File: src/rtl/uart_rx_frame_ctrl.sv
// rtl/uart_rx_frame_ctrl.sv - UART receive frame decode (5-8 data bits, parity, 1/2 stop) with tagged output FIFO.
// Optional break detection is compiled in with `define UART_RX_BREAK_DETECT_EN.
module uart_rx_frame_ctrl #(
    parameter int FIFO_DEPTH = 8,
    parameter int AFULL_LVL  = FIFO_DEPTH - 2
) (
    input  logic                          clk,
    input  logic                          rst,
    input  logic [11:0]                   parallel_data_rx,
    input  logic [4:0]                    line_control_reg,
    input  logic                          received_flag,
    input  logic                          rx_ready,
    input  logic                          clear_overrun,
    output logic [7:0]                    data_received,
    output logic                          rx_valid,
    output logic                          rx_perr,
    output logic                          rx_ferr,
    output logic                          rx_brk,
    output logic                          data_corrupted_flag,
    output logic                          transmission_done_flag,
    output logic                          start_err,
    output logic                          overrun_flag,
    output logic                          rx_afull,
    output logic [$clog2(FIFO_DEPTH):0]   fifo_level
);
    localparam int AW = $clog2(FIFO_DEPTH);
    localparam int LW = AW + 1;
    localparam int EW = 11;

    logic        flag_q;
    logic        cap_valid;
    logic [11:0] cap_frame;
    logic [4:0]  cap_lcr;

    logic        dec_push;
    logic [7:0]  dec_data;
    logic        dec_perr;
    logic        dec_ferr;
    logic        dec_brk;

    logic [3:0]  word_len;
    logic [3:0]  par_pos;
    logic [3:0]  stop1_pos;
    logic [3:0]  stop2_pos;
    logic [3:0]  last_pos;
    logic [7:0]  dat_c;
    logic [11:0] used_mask;
    logic        par_x;
    logic        perr_c;
    logic        ferr_c;
    logic        brk_c;

    // Field positions follow from word length and which optional bits are present.
    always_comb begin
        word_len  = {2'b00, cap_lcr[1:0]} + 4'd5;
        par_pos   = word_len + 4'd1;
        stop1_pos = par_pos + {3'b000, cap_lcr[3]};
        stop2_pos = stop1_pos + 4'd1;
        last_pos  = cap_lcr[2] ? stop2_pos : stop1_pos;
        dat_c     = '0;
        for (int i = 0; i < 8; i++) begin
            if (4'(i) < word_len) dat_c[i] = cap_frame[i+1];
        end
        used_mask = '0;
        for (int i = 0; i < 12; i++) begin
            if (4'(i) <= last_pos) used_mask[i] = 1'b1;
        end
        par_x  = (^dat_c) ^ cap_frame[par_pos];
        perr_c = cap_lcr[3] & (par_x ^ ~cap_lcr[4]);
        ferr_c = ~cap_frame[stop1_pos] | (cap_lcr[2] & ~cap_frame[stop2_pos]);
`ifdef UART_RX_BREAK_DETECT_EN
        brk_c  = ~|(cap_frame & used_mask);
`else
        brk_c  = 1'b0;
`endif
    end

    always_ff @(posedge clk) begin
        if (rst) begin
            flag_q    <= 1'b0;
            cap_valid <= 1'b0;
            cap_frame <= '0;
            cap_lcr   <= '0;
            dec_push  <= 1'b0;
            dec_data  <= '0;
            dec_perr  <= 1'b0;
            dec_ferr  <= 1'b0;
            dec_brk   <= 1'b0;
            start_err <= 1'b0;
        end else begin
            flag_q    <= received_flag;
            cap_valid <= received_flag & ~flag_q;
            cap_frame <= parallel_data_rx;
            cap_lcr   <= line_control_reg;
            dec_push  <= cap_valid & ~cap_frame[0];
            start_err <= cap_valid & cap_frame[0];
            dec_data  <= brk_c ? 8'h00 : dat_c;
            dec_perr  <= perr_c & ~brk_c;
            dec_ferr  <= ferr_c & ~brk_c;
            dec_brk   <= brk_c;
        end
    end

    logic [EW-1:0] mem [FIFO_DEPTH];
    logic [AW:0]   wr_ptr;
    logic [AW:0]   rd_ptr;
    logic [EW-1:0] head;
    logic          empty;
    logic          full;
    logic          pop;
    logic          push;
    logic          drop;

    assign empty = (wr_ptr == rd_ptr);
    assign full  = (wr_ptr[AW] != rd_ptr[AW]) && (wr_ptr[AW-1:0] == rd_ptr[AW-1:0]);
    assign pop   = ~empty & rx_ready;
    // A pop in the same cycle frees the slot, so a full FIFO can still accept.
    assign push  = dec_push & (~full | pop);
    assign drop  = dec_push & full & ~pop;

    always_ff @(posedge clk) begin
        if (rst) begin
            wr_ptr                 <= '0;
            rd_ptr                 <= '0;
            transmission_done_flag <= 1'b0;
            overrun_flag           <= 1'b0;
            for (int i = 0; i < FIFO_DEPTH; i++) mem[i] <= '0;
        end else begin
            transmission_done_flag <= push;
            if (push) begin
                mem[wr_ptr[AW-1:0]] <= {dec_data, dec_perr, dec_ferr, dec_brk};
                wr_ptr              <= wr_ptr + 1'b1;
            end
            if (pop) rd_ptr <= rd_ptr + 1'b1;
            if (drop) overrun_flag <= 1'b1;
            else if (clear_overrun) overrun_flag <= 1'b0;
        end
    end

    assign head                = mem[rd_ptr[AW-1:0]];
    assign data_received       = head[10:3];
    assign rx_perr             = head[2];
    assign rx_ferr             = head[1];
    assign rx_brk              = head[0];
    assign rx_valid            = ~empty;
    assign data_corrupted_flag = rx_valid & (rx_perr | rx_ferr | rx_brk);
    assign fifo_level          = wr_ptr - rd_ptr;
    assign rx_afull            = (fifo_level >= LW'(AFULL_LVL));

endmodule
File: config.mk
export PLATFORM = sky130hd
export DESIGN_NAME = uart_rx_frame_ctrl
export DESIGN_NICKNAME = d
export VERILOG_FILES = /design/src/rtl/uart_rx_frame_ctrl.sv
export SDC_FILE = /design/constraint.sdc
export NUM_CORES = 1
export LEC_CHECK = 0
export ABC_CLOCK_PERIOD_IN_PS = 3300
export CAP_MARGIN = 20
export CORE_MARGIN = 5
export CORE_UTILIZATION = 45
export DETAILED_ROUTE_END_ITERATION = 8
export PLACE_DENSITY = 0.67
export SETUP_SLACK_MARGIN = 0.1
export SLEW_MARGIN = 20
export SYNTH_ARGS = -nofsm -noshare
export SYNTH_HDL_FRONTEND = slang
export SYNTH_SLANG_ARGS = --single-unit
File: constraint.sdc
create_clock -name clk -period 3.3 [get_ports clk]
set_clock_uncertainty 0.05 [all_clocks]
set_input_delay 0.66 -clock clk [delete_from_list [all_inputs] [get_ports clk]]
set_output_delay 0.66 -clock clk [all_outputs]
set_load 0.005 [all_outputs]
==> results summary <==
The flow ran to the end, and the final reports show no timing, DRC or antenna violations. The worst path uses 93.15% of the clock period. For this run, the top clock speed supported by timing is 325.3 MHz. The post-synthesis area per instance came out at 13.51 um^2. The final cell count without fillers came out at approximately 660.

Synthesis produced a netlist whose cell count is 423. The layout filler cell count came out at 1037. The number of hold buffers added after cts is 0. On the final layout, the worst hold slack is 0.3365 ns.

The DRC violations left is 0. The number of hold-slack violations in the final timing report came out at 0. In the post-synthesis netlist, the biggest area contributors are sky130_fd_sc_hd__edfxtp_1 (42%), sky130_fd_sc_hd__dfxtp_1 (15%), sky130_fd_sc_hd__mux4_2 (11%).

The total die area is 15050 um^2. In this run the worst hold path is classified as reg -> reg. The clock drives between 100 and 150 sinks.

Summed over all layers, the global routing overflow is 0. The post-synthesis share of cell area spent on and, or, nand and nor gates is between 15 and 20%. The routed design has 11310 um of wire. Walking the worst path, the cells encountered are buf_4 > mux4_2 > mux2_2 > clkdlybuf4s50_1. The clock root buffer is sky130_fd_sc_hd__clkbuf_16. The total inserted antenna cells is 0.

The floorplan step set the die height to 122.7 um. The cell row count came out at 41. The CTS clock-pin slew for the worst setup and hold paths came out at 0.05 ns. Global routing used 16.70% of the available tracks. The number of cells on the worst reg-to-reg path is 10. The largest incremental delay on the critical path came out at between 0.6 and 0.7 ns. After synthesis the netlist holds a flip-flop and latch count of about 120. The post-synthesis share of cell area spent on full adders, half adders and majority gates came out at 2.979%. The area of the core is 12520 um^2. Entering global routing, the biggest net connects 52 pins. The instance count on the critical path is 4. The number of enable-type register cells in the synthesized netlist came out at 80. Sequential cells were found to cover between 50% and 60% of the synthesized design area. The synthesis warning total is 0.

The area added between synthesis and finish is 22.51%. The first-pass detailed-route iteration total is 5. The largest buffer count on any clock path is 2. Setup repair after global routing could not meet its margin everywhere.

The number of DRC markers after the initial detailed-route iteration came out at 166. The total power after layout is between 4 and 5 mW. By area, the combinational part of the netlist is dominated by simple AND/OR/NAND/NOR gates.

Across the run, the number of max-cap violations was 0. In this run the tool buffered the top-level ports with 41 buffer cells. The initial antenna violation count came out at 0. The endpoint arrival time on the critical path is 2.36 ns.

The power density relative to cell area came out at approximately 600 nW/um^2. The number of buffers added by the clock tree synthesis step is 17. The area of placed instances is 6325 um^2.

The time the final worst path needs with I/O delays and setup is 3.074 ns. Along the worst hold path, the cell count comes to 1. The worst setup path is launched from a flop. The vias per cell came out at 5.021.

The share of async-settable or async-resettable flops after synthesis came out at 0%. The final weighted congestion of routability-driven global placement came out at just under 0.8. The final net count came out at 507. The total number of vias is 3299. The number of ports placed on the die boundary came out at 43. The via count of the first global-routing pass came out at 3424. The max-slew violation total from the final report came out at 0. The portion of synthesized cell area occupied by the leading cell type came out at between 40% and 50%. The share of the synthesized area in compound gates (AO/OA/AOI/OAI) came out at between 2 and 2.5%. The kind of cell with the highest combined delay along the critical path is buffers and inverters. The clock latency on the worst-skew pair came out at 0.41 ns.

Cells fill 55.92% of the core in the end. The cell area after layout came out at 6999 um^2. The mapped cell area is 5713 um^2.

The number of distinct standard cells referenced by the synthesized netlist is 45. The dominant synthesized flop cell is sky130_fd_sc_hd__edfxtp_1. Along the worst path, the maximum fanout reaches 9.

Timing analysis after detailed placement gives a worst setup slack of 0.02583 ns. The post-synthesis net count came out at ~460. The count of antenna-violating nets left after detailed routing is 0. Of all cell types, the one taking the most synthesized area is sky130_fd_sc_hd__edfxtp_1. The first-pass GRT wire length came out at 18720 um.

The post-CTS repair timing setup buffer count is 0. The multiplexer area fraction after synthesis is 14.26%. The number of placed instances, taps included, is 625. In this run the horizontal extent of the chip is ~120 um. The leakage dissipation came out at 2.634 nW. The clock tree from TritonCTS is yes. The transition time at the pin with the least slew margin came out at between 0.7 and 0.8 ns. The H-tree depth reported by CTS is 4. The HPWL after detailed placement is 7852 um.

The setup total negative slack came out at 0 ns. The worst setup path is of the reg -> out kind. The fraction of layout instances using a drive strength above 1 came out at 18.76%. On the critical path, the stage with the largest delay is an instance of sky130_fd_sc_hd__dfxtp_1. The buffers plus inverters on the worst setup path is 2. After layout, the worst setup slack is 0.2262 ns.

The final routed wire length divided by cell count came out at 17.21 um. The max-slew headroom at the worst pin is 46.93%. The xor-xnor portion of the synthesized cell area came out at 3.329%.

STA puts the critical path data required time at 2.59 ns. The starting density of the core came out at 45.64%. The worst setup path is captured at an output pin. The worst supply voltage drop on vdd is 0.3838 mV. The setup violation total in the final timing report is 0.
## final timing paths
kind,slack [ns],end,startpoint
worst min-delay path,0.34,cap_valid,flag_q
worst max register to register,0.25,dec_ferr,cap_lcr[0]
worst min register to register,0.34,cap_valid,flag_q
worst max-delay path,0.23,data_received[0],flop
## cell usage after synthesis, types with 10 or more instances
master and count:
sky130_fd_sc_hd__nand2_1 10, sky130_fd_sc_hd__inv_1 12, sky130_fd_sc_hd__ha_1 12, sky130_fd_sc_hd__dfxtp_1 44
sky130_fd_sc_hd__nor2b_1 25, sky130_fd_sc_hd__nor2_1 21, sky130_fd_sc_hd__edfxtp_1 80, sky130_fd_sc_hd__xnor2_1 13
sky130_fd_sc_hd__mux4_2 27, sky130_fd_sc_hd__and2_1 81, sky130_fd_sc_hd__clkbuf_1 13, sky130_fd_sc_hd__mux2_2 12
## registers in the layout, indices dropped and copies added, names as in the netlist, named ones only
name and count:
cap_frame 12, cap_lcr 5, cap_valid 1, dec_data 8, dec_ferr 1, dec_perr 1, dec_push 1, flag_q 1
mem 80, overrun_flag 1, rd_ptr 4, start_err 1, transmission_done_flag 1, wr_ptr 4
## logic make-up after synthesis
family | count (synthesis)
flip-flops | 124
multiplexers | 44
AO/OA/AOI/OAI | 18
XOR/XNOR | 18
buffers and inverters | 33
other | 1
AND/OR/NAND/NOR | 172
adder cells (fa/ha/maj) | 13
## cell type report
| class | instances | area [um^2] | area share [%] |
|---|---|---|---|
| multi-input combinational | 266 | 2333 | 33.34 |
| inverter | 12 | 45.04 | 0.6435 |
| sequential | 124 | 3288 | 46.98 |
| timing repair buffer | 51 | 489.2 | 6.990 |
| tap | 172 | 215.2 | 3.075 |
| clock buffer | 17 | 425.4 | 6.078 |
| clock inverter | 15 | 202.7 | 2.896 |
## cell usage in the layout (no fill, tap or decap), types with 12 or more instances in the layout
master	count
sky130_fd_sc_hd__inv_1	12
sky130_fd_sc_hd__edfxtp_1	80
sky130_fd_sc_hd__clkdlybuf4s50_1	41
sky130_fd_sc_hd__nor2b_1	25
sky130_fd_sc_hd__mux2_2	12
sky130_fd_sc_hd__and2_1	81
sky130_fd_sc_hd__nor2_1	21
sky130_fd_sc_hd__dfxtp_1	40
sky130_fd_sc_hd__mux4_2	27
sky130_fd_sc_hd__clkbuf_16	17
## report_power, final
group,switching [mW],internal (mW)
clock,0.642,1.32
combinational,0.156,0.225
sequential,0.0450,1.71
## metal layers
layer | wire length, um | up-vias | track usage (%)
li1 | - | 1597 | -
met1 | 5085 | 1595 | 22.80
met2 | 5459 | 91 | 25.83
met3 | 584 | 16 | 4.147
met4 | 176 | 0 | 6.438
met5 | 0 | - | 0
## timing repair
action,in CTS,in global routing
endpoints found under the setup margin,10,8
hold endpoints to repair,0,0
resized for setup,5,6
Note: power is estimated with default switching activity, not from simulation.
